==> config.mk <==
export PLATFORM = sky130hd
export DESIGN_NAME = scarv_cop_aes_wb
export DESIGN_NICKNAME = d
export VERILOG_FILES = /design/src/rtl/scarv_cop_aes_wb_pkg.sv /design/src/rtl/scarv_cop_aes_wb_entry.sv /design/src/rtl/scarv_cop_aes_wb.sv
export SDC_FILE = /design/constraint.sdc
export NUM_CORES = 1
export LEC_CHECK = 0
export BUFFER_PORTS_ARGS = -buffer_cell sky130_fd_sc_hd__buf_2
export CORE_AREA = 2 2 76 78
export CTS_BUF_LIST = sky130_fd_sc_hd__clkbuf_4 sky130_fd_sc_hd__clkbuf_8
export DETAILED_ROUTE_END_ITERATION = 12
export DIE_AREA = 0 0 78 80
export MAX_ROUTING_LAYER = met4
export PLACE_DENSITY = 0.66
export SLEW_MARGIN = 0
export SYNTH_ARGS = -nofsm -noshare
export SYNTH_HDL_FRONTEND = slang
export SYNTH_SLANG_ARGS = --single-unit
==> constraint.sdc <==
create_clock -name g_clk -period 2.7 [get_ports g_clk]
set_clock_uncertainty 0.15 [all_clocks]
set_input_delay 0.81 -clock g_clk [delete_from_list [all_inputs] [get_ports g_clk]]
set_output_delay 0.81 -clock g_clk [all_outputs]
set_load 0.05 [all_outputs]
==> src/rtl/scarv_cop_aes_wb_pkg.sv <==
// -----------------------------------------------------------------------------
// scarv_cop_aes_wb_pkg
// Purpose : shared types, widths and byte-merge helper for the AES writeback
//           accumulator (scarv_cop_aes_wb and scarv_cop_aes_wb_entry).
// Contents: aes_wb_state_e  - accumulator entry state encoding
//           CPR_IDX_W       - CPR register index width
//           DATA_W / BEN_W  - CPR word width and byte-enable width
//           merge_beat()    - byte-enabled merge of one AES beat into a word
// -----------------------------------------------------------------------------
package scarv_cop_aes_wb_pkg;

   localparam int unsigned CPR_IDX_W = 4;
   localparam int unsigned DATA_W    = 32;
   localparam int unsigned BEN_W     = DATA_W / 8;

   typedef enum logic [1:0] {
      AES_WB_IDLE   = 2'd0,
      AES_WB_ACCUM  = 2'd1,
      AES_WB_COMMIT = 2'd2
   } aes_wb_state_e;

   // Replace each enabled byte of i_base with the matching byte of i_wdata.
   function automatic logic [DATA_W-1:0] merge_beat(
      input logic [DATA_W-1:0] i_base,
      input logic [BEN_W-1:0]  i_ben,
      input logic [DATA_W-1:0] i_wdata
   );
      logic [DATA_W-1:0] w_res;
      w_res = i_base;
      for (int i = 0; i < int'(BEN_W); i++) begin
         if (i_ben[i]) begin
            w_res[8*i +: 8] = i_wdata[8*i +: 8];
         end
      end
      return w_res;
   endfunction

endpackage

==> src/rtl/scarv_cop_aes_wb_entry.sv <==
// -----------------------------------------------------------------------------
// scarv_cop_aes_wb_entry
// Purpose : one accumulator entry. Seeds from the destination's previous value
//           on the first beat, merges byte-enabled beats, and holds the merged
//           word in COMMIT until popped.
// Ports   : g_clk, g_reset   - clock, synchronous active-high reset
//           i_ivalid         - beat presented to (and accepted by) this entry
//           i_idone          - final beat of the instruction
//           i_rd_addr/prev   - destination index / current value (first beat)
//           i_ben/i_wdata    - per-beat byte enable and data
//           i_pop            - register file accepted the pending write
//           o_state          - entry state
//           o_valid          - entry holds a complete word (state == COMMIT)
//           o_addr/data/ben  - accumulated destination, word, enable union
// -----------------------------------------------------------------------------
module scarv_cop_aes_wb_entry
   import scarv_cop_aes_wb_pkg::*;
(
   input  logic                 g_clk,
   input  logic                 g_reset,
   input  logic                 i_ivalid,
   input  logic                 i_idone,
   input  logic [CPR_IDX_W-1:0] i_rd_addr,
   input  logic [DATA_W-1:0]    i_rd_prev,
   input  logic [BEN_W-1:0]     i_ben,
   input  logic [DATA_W-1:0]    i_wdata,
   input  logic                 i_pop,
   output aes_wb_state_e        o_state,
   output logic                 o_valid,
   output logic [CPR_IDX_W-1:0] o_addr,
   output logic [DATA_W-1:0]    o_data,
   output logic [BEN_W-1:0]     o_ben
);

   aes_wb_state_e        r_state;
   logic                 r_valid;
   logic [CPR_IDX_W-1:0] r_addr;
   logic [DATA_W-1:0]    r_data;
   logic [BEN_W-1:0]     r_ben;
   logic [1:0]           r_cnt;

   // Accumulator FSM; r_cnt == 3 forces commit so a missing idone cannot hang.
   always_ff @(posedge g_clk) begin
      if (g_reset) begin
         r_state <= AES_WB_IDLE;
         r_valid <= 1'b0;
         r_addr  <= '0;
         r_data  <= '0;
         r_ben   <= '0;
         r_cnt   <= 2'd0;
      end else begin
         unique case (r_state)
            AES_WB_IDLE: begin
               if (i_ivalid) begin
                  r_addr <= i_rd_addr;
                  r_data <= merge_beat(i_rd_prev, i_ben, i_wdata);
                  r_ben  <= i_ben;
                  if (i_idone) begin
                     r_state <= AES_WB_COMMIT;
                     r_valid <= 1'b1;
                     r_cnt   <= 2'd0;
                  end else begin
                     r_state <= AES_WB_ACCUM;
                     r_cnt   <= 2'd1;
                  end
               end
            end
            AES_WB_ACCUM: begin
               if (!i_ivalid) begin
                  // Flush: drop the partial word, nothing is written.
                  r_state <= AES_WB_IDLE;
                  r_cnt   <= 2'd0;
               end else begin
                  r_data <= merge_beat(r_data, i_ben, i_wdata);
                  r_ben  <= r_ben | i_ben;
                  if (i_idone || (r_cnt == 2'd3)) begin
                     r_state <= AES_WB_COMMIT;
                     r_valid <= 1'b1;
                     r_cnt   <= 2'd0;
                  end else begin
                     r_cnt <= r_cnt + 2'd1;
                  end
               end
            end
            AES_WB_COMMIT: begin
               if (i_pop) begin
                  r_state <= AES_WB_IDLE;
                  r_valid <= 1'b0;
               end
            end
            default: begin
               r_state <= AES_WB_IDLE;
               r_valid <= 1'b0;
               r_cnt   <= 2'd0;
            end
         endcase
      end
   end

   assign o_state = r_state;
   assign o_valid = r_valid;
   assign o_addr  = r_addr;
   assign o_data  = r_data;
   assign o_ben   = r_ben;

endmodule

==> src/rtl/scarv_cop_aes_wb.sv <==
// -----------------------------------------------------------------------------
// scarv_cop_aes_wb
// Purpose : writeback accumulator behind the co-processor AES unit. Merges the
//           per-beat byte-enabled results into one CPR word and commits it over
//           a valid/ready handshake, holding dispatch while it cannot accept.
// Macro   : SCARV_COP_AES_WB_SKID_EN - two entries so a new instruction can
//           accumulate while the previous one waits to commit (in order).
// Ports   : g_clk, g_reset          - clock, synchronous active-high reset
//           aes_ivalid, aes_idone   - AES beat valid / final beat
//           aes_rd_addr, aes_rd_prev- destination index / current value
//           aes_cpr_rd_ben/_wdata   - per-beat byte enable / data
//           aes_hold                - dispatch must not issue or advance
//           wb_valid/wb_ready       - commit handshake to the CPR file
//           wb_addr/wb_data/wb_ben  - committed index, word, byte enables
// -----------------------------------------------------------------------------
module scarv_cop_aes_wb
   import scarv_cop_aes_wb_pkg::*;
(
   input  logic                 g_clk,
   input  logic                 g_reset,
   input  logic                 aes_ivalid,
   input  logic                 aes_idone,
   input  logic [CPR_IDX_W-1:0] aes_rd_addr,
   input  logic [DATA_W-1:0]    aes_rd_prev,
   input  logic [BEN_W-1:0]     aes_cpr_rd_ben,
   input  logic [DATA_W-1:0]    aes_cpr_rd_wdata,
   output logic                 aes_hold,
   output logic                 wb_valid,
   input  logic                 wb_ready,
   output logic [CPR_IDX_W-1:0] wb_addr,
   output logic [DATA_W-1:0]    wb_data,
   output logic [BEN_W-1:0]     wb_ben
);

`ifdef SCARV_COP_AES_WB_SKID_EN

   aes_wb_state_e        w_state [2];
   logic                 w_valid [2];
   logic [CPR_IDX_W-1:0] w_addr  [2];
   logic [DATA_W-1:0]    w_data  [2];
   logic [BEN_W-1:0]     w_ben   [2];
   logic [1:0]           w_ivalid;
   logic [1:0]           w_pop;
   logic                 w_sel;
   logic                 r_head;

   // Beats go to the entry already accumulating, else to a free entry
   // (the head when both are free, so commit order follows issue order).
   always_comb begin
      w_sel = r_head;
      if (w_state[0] == AES_WB_ACCUM) begin
         w_sel = 1'b0;
      end else if (w_state[1] == AES_WB_ACCUM) begin
         w_sel = 1'b1;
      end else if (w_state[r_head] != AES_WB_IDLE) begin
         w_sel = ~r_head;
      end
   end

   for (genvar g = 0; g < 2; g++) begin : g_entry
      assign w_ivalid[g] = aes_ivalid && !aes_hold && (w_sel == 1'(g));
      assign w_pop[g]    = wb_ready && (r_head == 1'(g));

      scarv_cop_aes_wb_entry u_entry (
         .g_clk     (g_clk),
         .g_reset   (g_reset),
         .i_ivalid  (w_ivalid[g]),
         .i_idone   (aes_idone),
         .i_rd_addr (aes_rd_addr),
         .i_rd_prev (aes_rd_prev),
         .i_ben     (aes_cpr_rd_ben),
         .i_wdata   (aes_cpr_rd_wdata),
         .i_pop     (w_pop[g]),
         .o_state   (w_state[g]),
         .o_valid   (w_valid[g]),
         .o_addr    (w_addr[g]),
         .o_data    (w_data[g]),
         .o_ben     (w_ben[g])
      );
   end

   // Head points at the oldest entry; it advances on each handshake.
   always_ff @(posedge g_clk) begin
      if (g_reset) begin
         r_head <= 1'b0;
      end else if (w_valid[r_head] && wb_ready) begin
         r_head <= ~r_head;
      end
   end

   assign aes_hold = (w_state[0] == AES_WB_COMMIT) && (w_state[1] == AES_WB_COMMIT);
   assign wb_valid = w_valid[r_head];
   assign wb_addr  = w_addr[r_head];
   assign wb_data  = w_data[r_head];
   assign wb_ben   = w_ben[r_head];

`else

   aes_wb_state_e w_state;
   logic          w_ivalid;

   // Beats presented while committing are dropped.
   assign w_ivalid = aes_ivalid && !aes_hold;

   scarv_cop_aes_wb_entry u_entry (
      .g_clk     (g_clk),
      .g_reset   (g_reset),
      .i_ivalid  (w_ivalid),
      .i_idone   (aes_idone),
      .i_rd_addr (aes_rd_addr),
      .i_rd_prev (aes_rd_prev),
      .i_ben     (aes_cpr_rd_ben),
      .i_wdata   (aes_cpr_rd_wdata),
      .i_pop     (wb_ready),
      .o_state   (w_state),
      .o_valid   (wb_valid),
      .o_addr    (wb_addr),
      .o_data    (wb_data),
      .o_ben     (wb_ben)
   );

   assign aes_hold = (w_state == AES_WB_COMMIT);

`endif

endmodule

==> results of run 1 <==
state kept, by name, indices dropped and copies added, names as in the netlist:
name	cells
u_entry.o_addr	4
u_entry.o_ben	4
u_entry.o_data	32
u_entry.o_state	2
u_entry.o_valid	1
u_entry.r_cnt	2
layout make-up:
cell class                 instances  share of cell area (%)
tap                               72                    3.40
inverter                          37                    5.24
timing repair buffer             123                    23.7
clock inverter                     2                   0.378
sequential                        45                    34.0
clock buffer                       6                    2.88
multi-input combinational        114                    30.4
power groups by stage:
stage	Clock (uW)	Combinational, uW	Sequential (uW)
2_1_floorplan	0	161	946
3_3_place_gp	0	477	764
3_5_place_dp	0	482	766
4_1_cts	426	483	751
5_1_grt	451	518	758
6_report	412	481	750
worst register-to-register path: stages (launching register included):
cell and delay [ns]:
sky130_fd_sc_hd__dfxtp_1 0.38, sky130_fd_sc_hd__nor2b_4 0.48, sky130_fd_sc_hd__o21ai_2 0.23, sky130_fd_sc_hd__a221oi_1 0.36
per-stage QoR:
stage	hold WS, ns	setup slack [ns]
6_report	0.311	0.506
5_1_grt	0.337	0.425
4_1_cts	0.312	0.479
2_1_floorplan	0.302	0.606
3_5_place_dp	0.299	0.419
3_3_place_gp	0.289	0.493
metal layers:
layer	track usage, %	vias to the layer above	routed length [microns]	share of wire (%)
met4	7.19	0	76	1.4
met1	20.1	886	2280	43
li1	-	1012	-	-
met5	-	-	0	0
met2	30.1	64	2670	50
met3	3.85	6	306	5.7
logic make-up (layout without fill, tap and decap cells):
logic type	Yosys count	in the layout	share of synthesized area (%)
compound gates	84	84	33.0
flops	45	45	46.5
buf+inv	53	168	12.2
simple gates	29	29	7.56
fa+ha+maj	1	1	0.646
worst paths after layout:
| kind | to | cells past startpoint | startpoint |
|---|---|---|---|
| hold reg to reg | u_entry.o_addr[3] | 2 | u_entry.o_addr[3] |
| setup / recovery | aes_hold | 2 | u_entry.o_state[0] |
| setup reg to reg | u_entry.o_data[23] | 3 | u_entry.o_state[1] |
| hold / removal | u_entry.o_addr[3] | 2 | u_entry.o_addr[3] |
cells in the final DEF, fill, tap and decap left out, drive strengths merged:
master  netlist  final
a21o          1      1
a21oi         7      7
a221oi       33     33
a22oi         4      4
buf          10    123
clkbuf        6      6
clkinv        0      2
dfxtp        45     45
ha            1      1
inv          37     37
nand2         9      9
nand2b        1      1
nand3         1      1
nand4         1      1
nor2          6      6
nor2b         2      2
nor3          1      1
nor3b         1      1
o21a          1      1
o21ai         7      7
o22ai        31     31
or2           4      4
or2b          1      1
or3           1      1
or3b          1      1
==> metrics.txt, run 1 <==
# TYPE chip_impl_metric gauge
chip_impl_info{name="outcome",value="finished, final reports clean"} 1
chip_impl_metric{name="grt_pass1_vias",unit=""} 1849
chip_impl_metric{name="dp_cells",unit=""} 391
chip_impl_metric{name="critPathArrivalTime",unit="ns"} 1.23
chip_impl_info{name="rsz0062_at_grt",value="no"} 1
chip_impl_metric{name="top_level_ports",unit=""} 119
chip_impl_info{name="yosys.cell_count.top_type",value="sky130_fd_sc_hd__dfxtp_1"} 1
chip_impl_metric{name="route.antenna.remaining_nets",unit=""} 0
chip_impl_info{name="netlist_top_cells_area",value="sky130_fd_sc_hd__dfxtp_1, sky130_fd_sc_hd__a221oi_1, sky130_fd_sc_hd__o22ai_1"} 1
chip_impl_metric{name="clock_tree.htree_level_count",unit=""} 2
chip_impl_metric{name="power.combinational.fraction",unit="%"} 29.3
chip_impl_metric{name="synth.lib_cells_used.distinct",unit=""} 31
chip_impl_metric{name="synth_sequential_area_ratio",unit="%"} 46.5
chip_impl_metric{name="grt_start_max_net_pins",unit=""} 25
chip_impl_metric{name="mappedNetlistArea",unit="sq um"} 1940
chip_impl_metric{name="avgSynthCellArea",unit="sq um"} 9.13
chip_impl_metric{name="p_total",unit="uW"} 1640
chip_impl_metric{name="first_iter_violations",unit=""} 35
chip_impl_metric{name="power.clock.fraction",unit="%"} 25.1
chip_impl_metric{name="max_stage_delay",unit="ns"} 0.62
chip_impl_metric{name="ys.warnings.count",unit=""} 0
chip_impl_metric{name="numCtsBuffers",unit=""} 5
chip_impl_metric{name="regArea",unit="sq um"} 901
chip_impl_metric{name="grt_first_pass_wirelength",unit="mm"} 8.47
chip_impl_metric{name="clkLatencyLatePin",unit="ns"} 0.29
chip_impl_metric{name="finalNonFillerCells",unit=""} 399
chip_impl_metric{name="worst_slew_margin_rel",unit="%"} 63.2
chip_impl_metric{name="post-synth-top-area-fraction",unit="%"} 46.5
chip_impl_info{name="cp_slowest_cell",value="sky130_fd_sc_hd__dfxtp_1"} 1
chip_impl_metric{name="nets",unit=""} 404
chip_impl_metric{name="report.final.setup_viol",unit=""} 0
chip_impl_info{name="yosys_most_used_dff",value="sky130_fd_sc_hd__dfxtp_1"} 1
chip_impl_metric{name="die_height",unit="microns"} 80
chip_impl_metric{name="drive_above_1_share",unit="%"} 44.3
chip_impl_metric{name="synth_seq_cells",unit=""} 45
chip_impl_metric{name="routabilityCongestion",unit=""} 0.740
chip_impl_metric{name="synth_nets",unit=""} 290
chip_impl_info{name="cts.root.buffer_cell",value="sky130_fd_sc_hd__clkbuf_8"} 1
chip_impl_metric{name="reg2reg_slack",unit="ns"} 1.00
chip_impl_metric{name="finalMaxSlewViolations",unit=""} 0
chip_impl_metric{name="avgViaCountPerCell",unit=""} 4.93
chip_impl_metric{name="grt_remaining_overflow",unit=""} 0
chip_impl_metric{name="seqPwrFrac",unit="%"} 45.6
chip_impl_metric{name="grt_util_all_layers",unit="%"} 17.6
chip_impl_metric{name="maxCapViolations",unit=""} 0
chip_impl_metric{name="critical_path_buf_inv_count",unit=""} 1
chip_impl_metric{name="worstPathRequired",unit="ns"} 1.74
chip_impl_metric{name="finalWirelength",unit="mm"} 5.34
chip_impl_metric{name="power-per-cell-area",unit="nW/um^2"} 620
chip_impl_info{name="timing.hold.worst.class",value="reg2reg"} 1
chip_impl_metric{name="tritoncts_sinks",unit=""} 45
chip_impl_metric{name="synth-async-reset-ratio",unit="%"} 0
chip_impl_metric{name="fmaxAchievable",unit="MHz"} 456
chip_impl_info{name="endpoint_kind",value="output port"} 1
chip_impl_metric{name="hold_viol_final",unit=""} 0
chip_impl_info{name="cp_top_family",value="flip-flops"} 1
chip_impl_metric{name="total_leakage_power",unit="uW"} 0.00127
chip_impl_metric{name="route.detailed.drc",unit=""} 0
chip_impl_metric{name="core_area",unit="sq um"} 5410
chip_impl_metric{name="numPortBuffers",unit=""} 118
chip_impl_metric{name="floorplan.die.width",unit="microns"} 78
chip_impl_metric{name="synthCells",unit=""} 212
chip_impl_metric{name="post-cts-setup-buffer-count",unit=""} 0
chip_impl_metric{name="cts-hold-fix-buffers",unit=""} 0
chip_impl_metric{name="timing.final.crit_period",unit="ns"} 2.19
chip_impl_metric{name="area.growth.synth_to_final",unit="%"} 36.9
chip_impl_metric{name="number_of_fillers_in_the_final_layout",unit=""} 570
chip_impl_metric{name="fin_tns_setup",unit="ns"} 0
chip_impl_info{name="cts_tree",value="built"} 1
chip_impl_metric{name="p_int",unit="uW"} 1060
chip_impl_info{name="synth_area_leader_cell",value="sky130_fd_sc_hd__dfxtp_1"} 1
chip_impl_info{name="critical_path.startpoint_type",value="flop"} 1
chip_impl_metric{name="clock_tree.buffer_depth",unit=""} 2
chip_impl_metric{name="num_antenna_cells",unit=""} 0
chip_impl_metric{name="routedWlPerCell",unit="microns"} 13.4
chip_impl_metric{name="worstMarginPinSlew",unit="ns"} 0.550
chip_impl_metric{name="initial_utilization",unit="%"} 35.8
chip_impl_metric{name="placed_area",unit="sq um"} 2560
chip_impl_metric{name="die_area",unit="sq um"} 6240
chip_impl_metric{name="power.share.switching",unit="%"} 35.5
chip_impl_metric{name="dr.pass1.iters",unit=""} 4
chip_impl_info{name="synth_top_cells_by_count",value="sky130_fd_sc_hd__dfxtp_1, sky130_fd_sc_hd__inv_1, sky130_fd_sc_hd__a221oi_1"} 1
chip_impl_metric{name="antenna_found_initial",unit=""} 0
chip_impl_info{name="crit_path_cells",value="nor2b_1 > buf_2"} 1
chip_impl_metric{name="util_after_layout",unit="%"} 49.0
chip_impl_metric{name="total_number_of_vias",unit=""} 1968
chip_impl_metric{name="worst_ir_drop_vdd",unit="uV"} 320
chip_impl_metric{name="switching_power",unit="uW"} 584
chip_impl_metric{name="row_count",unit=""} 27
chip_impl_metric{name="synth_edf_count",unit=""} 0
chip_impl_info{name="start_to_end_type_of_the_worst_setup_path",value="reg2out"} 1
chip_impl_metric{name="crit_path_max_fanout",unit=""} 13
chip_impl_metric{name="ctsResizeCount",unit=""} 0
chip_impl_metric{name="fin_crit_sh",unit="%"} 81.2
chip_impl_metric{name="detailed_place_hpwl",unit="mm"} 4.01
chip_impl_metric{name="clock_transition_at_the_registers_of_the_reported_paths",unit="ns"} 0.08
chip_impl_metric{name="fin_area",unit="sq um"} 2650
chip_impl_metric{name="multi_input_area",unit="sq um"} 806
Power figures use the tool's default switching activity.
==> run 2: changes to the inputs <==
- ABC_AREA: unset -> 1
- CORE_AREA: 2 2 76 78 -> 2 2 81 83
- DIE_AREA: 0 0 78 80 -> 0 0 83 85
- PLACE_DENSITY: 0.66 -> 0.64
- clock period: 2.7 -> 2.1 ns (I/O delays scaled with it)
==> run 2 against run 1 <==
  * Non-clock buffer count unchanged
  * First-iteration DRC count grew 60%
  * Largest power group unchanged
  * Critical endpoint unchanged
  * Worst setup slack got worse by 0.38 ns
==> metrics.txt, run 2 <==
# TYPE chip_impl_metric gauge
chip_impl_metric{name="dr.pass1.iters",unit=""} 4
chip_impl_metric{name="route.antenna.remaining_nets",unit=""} 0
chip_impl_metric{name="total_number_of_vias",unit=""} 2463
chip_impl_metric{name="first_iter_violations",unit=""} 56
chip_impl_metric{name="clock_tree.buffer_depth",unit=""} 2
chip_impl_metric{name="dp_worst_setup_slack",unit="ns"} 0.169
chip_impl_metric{name="cts-hold-fix-buffers",unit=""} 0
chip_impl_metric{name="max_stage_delay",unit="ns"} 0.45
chip_impl_metric{name="grt_remaining_overflow",unit=""} 0
chip_impl_metric{name="top_level_ports",unit=""} 119
chip_impl_metric{name="numPortBuffers",unit=""} 118
chip_impl_metric{name="finalWirelength",unit="mm"} 6.03
chip_impl_info{name="critical_path.startpoint_type",value="flop"} 1
chip_impl_info{name="synth_top_cells_by_count",value="sky130_fd_sc_hd__nand2_1, sky130_fd_sc_hd__dfxtp_1, sky130_fd_sc_hd__inv_1"} 1
chip_impl_metric{name="routedWlPerCell",unit="microns"} 11.3
chip_impl_metric{name="drive_above_1_share",unit="%"} 32.3
chip_impl_info{name="rsz0062_at_grt",value="no"} 1
chip_impl_metric{name="tritoncts_sinks",unit=""} 45
chip_impl_info{name="topRoutingLayerUsed",value="met4"} 1
chip_impl_info{name="yosys_most_used_dff",value="sky130_fd_sc_hd__dfxtp_1"} 1
chip_impl_metric{name="die_height",unit="microns"} 85
chip_impl_info{name="crit_path_cells",value="inv_1 > nand2_1 > inv_1 > buf_2"} 1
chip_impl_metric{name="synth_area_in_adders",unit="%"} 0.556
chip_impl_metric{name="post-synth-top-area-fraction",unit="%"} 40.1
chip_impl_metric{name="routabilityCongestion",unit=""} 0.821
chip_impl_metric{name="mappedNetlistArea",unit="sq um"} 2250
chip_impl_metric{name="wire_length_on_met3",unit="microns"} 481
chip_impl_metric{name="ctsResizeCount",unit=""} 0
chip_impl_metric{name="grt_first_pass_wirelength",unit="mm"} 10.0
chip_impl_metric{name="crit_path_max_fanout",unit=""} 4
chip_impl_info{name="cts_tree",value="built"} 1
chip_impl_metric{name="fin_tns_setup",unit="ns"} 0
chip_impl_metric{name="report.final.setup_viol",unit=""} 0
chip_impl_info{name="leading_cell_type_in_the_layout_fill_and_taps_excluded",value="sky130_fd_sc_hd__buf_2"} 1
chip_impl_metric{name="ys.warnings.count",unit=""} 0
chip_impl_metric{name="synth-async-reset-ratio",unit="%"} 0
chip_impl_metric{name="numCtsBuffers",unit=""} 5
chip_impl_metric{name="fin_hold_ws",unit="ns"} 0.300
chip_impl_info{name="synth_top_family_by_area",value="simple AND/OR/NAND/NOR gates"} 1
chip_impl_metric{name="synth_sequential_area_ratio",unit="%"} 40.1
chip_impl_metric{name="worst_ir_drop_vdd",unit="uV"} 381
chip_impl_metric{name="nets",unit=""} 532
chip_impl_metric{name="fin_crit_sh",unit="%"} 94.0
chip_impl_metric{name="synth_edf_count",unit=""} 0
chip_impl_metric{name="grt_util_all_layers",unit="%"} 17.6
chip_impl_metric{name="p_total",unit="uW"} 2470
chip_impl_metric{name="num_antenna_cells",unit=""} 0
chip_impl_metric{name="critical_path_buf_inv_count",unit=""} 3
chip_impl_metric{name="grt_start_max_net_pins",unit=""} 25
chip_impl_metric{name="post-cts-setup-buffer-count",unit=""} 0
chip_impl_info{name="cp_slowest_cell",value="sky130_fd_sc_hd__dfxtp_1"} 1
chip_impl_metric{name="drt-met1-wl",unit="mm"} 2.82
chip_impl_info{name="synth_area_leader_cell",value="sky130_fd_sc_hd__dfxtp_1"} 1
chip_impl_metric{name="maxCapViolations",unit=""} 0
chip_impl_metric{name="clock_tree.htree_level_count",unit=""} 2
chip_impl_metric{name="synthXorXnorAreaFrac",unit="%"} 0
chip_impl_metric{name="initial_utilization",unit="%"} 36.2
chip_impl_metric{name="detailroute.wirelength.met2",unit="mm"} 2.67
chip_impl_metric{name="antenna_found_initial",unit=""} 0
chip_impl_metric{name="avgSynthCellArea",unit="sq um"} 6.77
chip_impl_metric{name="clock_transition_at_the_registers_of_the_reported_paths",unit="ns"} 0.08
chip_impl_metric{name="floorplan.die.width",unit="microns"} 83
chip_impl_metric{name="detailed_place_hpwl",unit="mm"} 4.67
chip_impl_metric{name="worstMarginPinSlew",unit="ns"} 0.311
chip_impl_metric{name="die_area",unit="sq um"} 7060
chip_impl_metric{name="route.detailed.drc",unit=""} 0
chip_impl_info{name="start_to_end_type_of_the_worst_setup_path",value="reg2out"} 1
chip_impl_metric{name="number_of_fillers_in_the_final_layout",unit=""} 654
chip_impl_metric{name="finalMaxSlewViolations",unit=""} 0
chip_impl_info{name="timing.hold.worst.class",value="reg2reg"} 1
chip_impl_metric{name="hold_viol_final",unit=""} 0
chip_impl_metric{name="largest_register_ffs",unit=""} 32
chip_impl_metric{name="worstPathRequired",unit="ns"} 1.32
chip_impl_metric{name="total_leakage_power",unit="uW"} 0.00167
chip_impl_metric{name="synthCells",unit=""} 332
chip_impl_metric{name="area.growth.synth_to_final",unit="%"} 35.6
chip_impl_metric{name="synthSimpleGateAreaFrac",unit="%"} 38.8
chip_impl_metric{name="critPathArrivalTime",unit="ns"} 1.19
chip_impl_metric{name="synth_nets",unit=""} 410
chip_impl_metric{name="synth.lib_cells_used.distinct",unit=""} 22
chip_impl_info{name="netlist_top_cells_area",value="sky130_fd_sc_hd__dfxtp_1, sky130_fd_sc_hd__nand2_1, sky130_fd_sc_hd__nand3b_1"} 1
chip_impl_info{name="endpoint_kind",value="output port"} 1
chip_impl_metric{name="timing.final.crit_period",unit="ns"} 1.97
chip_impl_metric{name="muxShareOfSynthArea",unit="%"} 0
chip_impl_metric{name="fmaxAchievable",unit="MHz"} 507
chip_impl_metric{name="compound_cell_area_share_of_the_yosys_netlist",unit="%"} 10.4
chip_impl_metric{name="finalNonFillerCells",unit=""} 532
chip_impl_info{name="cp_top_family",value="flip-flops"} 1
chip_impl_metric{name="synth_seq_cells",unit=""} 45
chip_impl_metric{name="min_setup_slack_post_route",unit="ns"} 0.126
chip_impl_metric{name="worst_slew_margin_rel",unit="%"} 79.2
chip_impl_metric{name="avgViaCountPerCell",unit=""} 4.63
chip_impl_metric{name="core_area",unit="sq um"} 6200
chip_impl_metric{name="power-per-cell-area",unit="nW/um^2"} 809
chip_impl_metric{name="dp_cells",unit=""} 524
chip_impl_metric{name="clkLatencyLatePin",unit="ns"} 0.29
chip_impl_metric{name="row_count",unit=""} 29
chip_impl_info{name="mostFrequentLayoutCells",value="sky130_fd_sc_hd__buf_2, sky130_fd_sc_hd__nand2_1, sky130_fd_sc_hd__dfxtp_1"} 1
chip_impl_info{name="crit_path_frequent_cell",value="sky130_fd_sc_hd__inv_1"} 1
chip_impl_info{name="cts.root.buffer_cell",value="sky130_fd_sc_hd__clkbuf_8"} 1
chip_impl_info{name="outcome",value="finished, final reports clean"} 1
chip_impl_info{name="yosys.cell_count.top_type",value="sky130_fd_sc_hd__nand2_1"} 1
chip_impl_metric{name="grt_pass1_vias",unit=""} 2273
## run 2: metrics by stage
stage	area (sq um)	utilization (%)
after floorplan	2250	-
after global placement	2930	47.2
after detailed placement	2930	47.2
after CTS	3050	49.1
after global routing	3050	49.1
final	3050	49.1
## run 2: per-layer routing
layer  global-route usage [%]  vias to the layer above
met5                        -                        -
met4                     4.02                        0
met3                     5.16                        6
met2                     28.8                       94
met1                     21.7                     1059
li1                         -                     1304
## run 2: worst paths after layout
check / from / end / slack, ns / cells past startpoint
worst max-delay path: u_entry.o_state[0] / aes_hold / 0.13 / 4
worst min-delay path: u_entry.o_valid / u_entry.o_valid / 0.30 / 2
worst max register to register: u_entry.o_state[1] / u_entry.o_data[30] / 0.45 / 6
worst min register to register: u_entry.o_valid / u_entry.o_valid / 0.30 / 2
## run 2: worst min-delay path, stage by stage (launching register included)
cell and delay (ns):
sky130_fd_sc_hd__dfxtp_1 0.31, sky130_fd_sc_hd__inv_1 0.04, sky130_fd_sc_hd__a21oi_1 0.05
## run 2: cell type report
type / count / area (sq um) / area share (%)
Tap cell: 77 / 96.3 / 3.16
Sequential cell: 45 / 901 / 29.5
Multi-Input combinational cell: 230 / 1120 / 36.7
Timing Repair Buffer: 123 / 628 / 20.6
Clock buffer: 7 / 90.1 / 2.95
Inverter: 49 / 185 / 6.07
Clock inverter: 1 / 30.0 / 0.985
## run 2: report_power, final
group          internal, uW  switching [uW]  leakage, uW
registers               939            49.5     0.000372
logic                   228             563      0.00123
clock network           401             286    0.0000619
## run 2: logic make-up (layout without fill, tap and decap cells)
logic type | Yosys count | count (layout)
and+or+nand+nor | 183 | 183
buffers and inverters | 57 | 180
AOI/OAI and AO/OA | 46 | 46
DFF | 45 | 45
adders and majority gates | 1 | 1
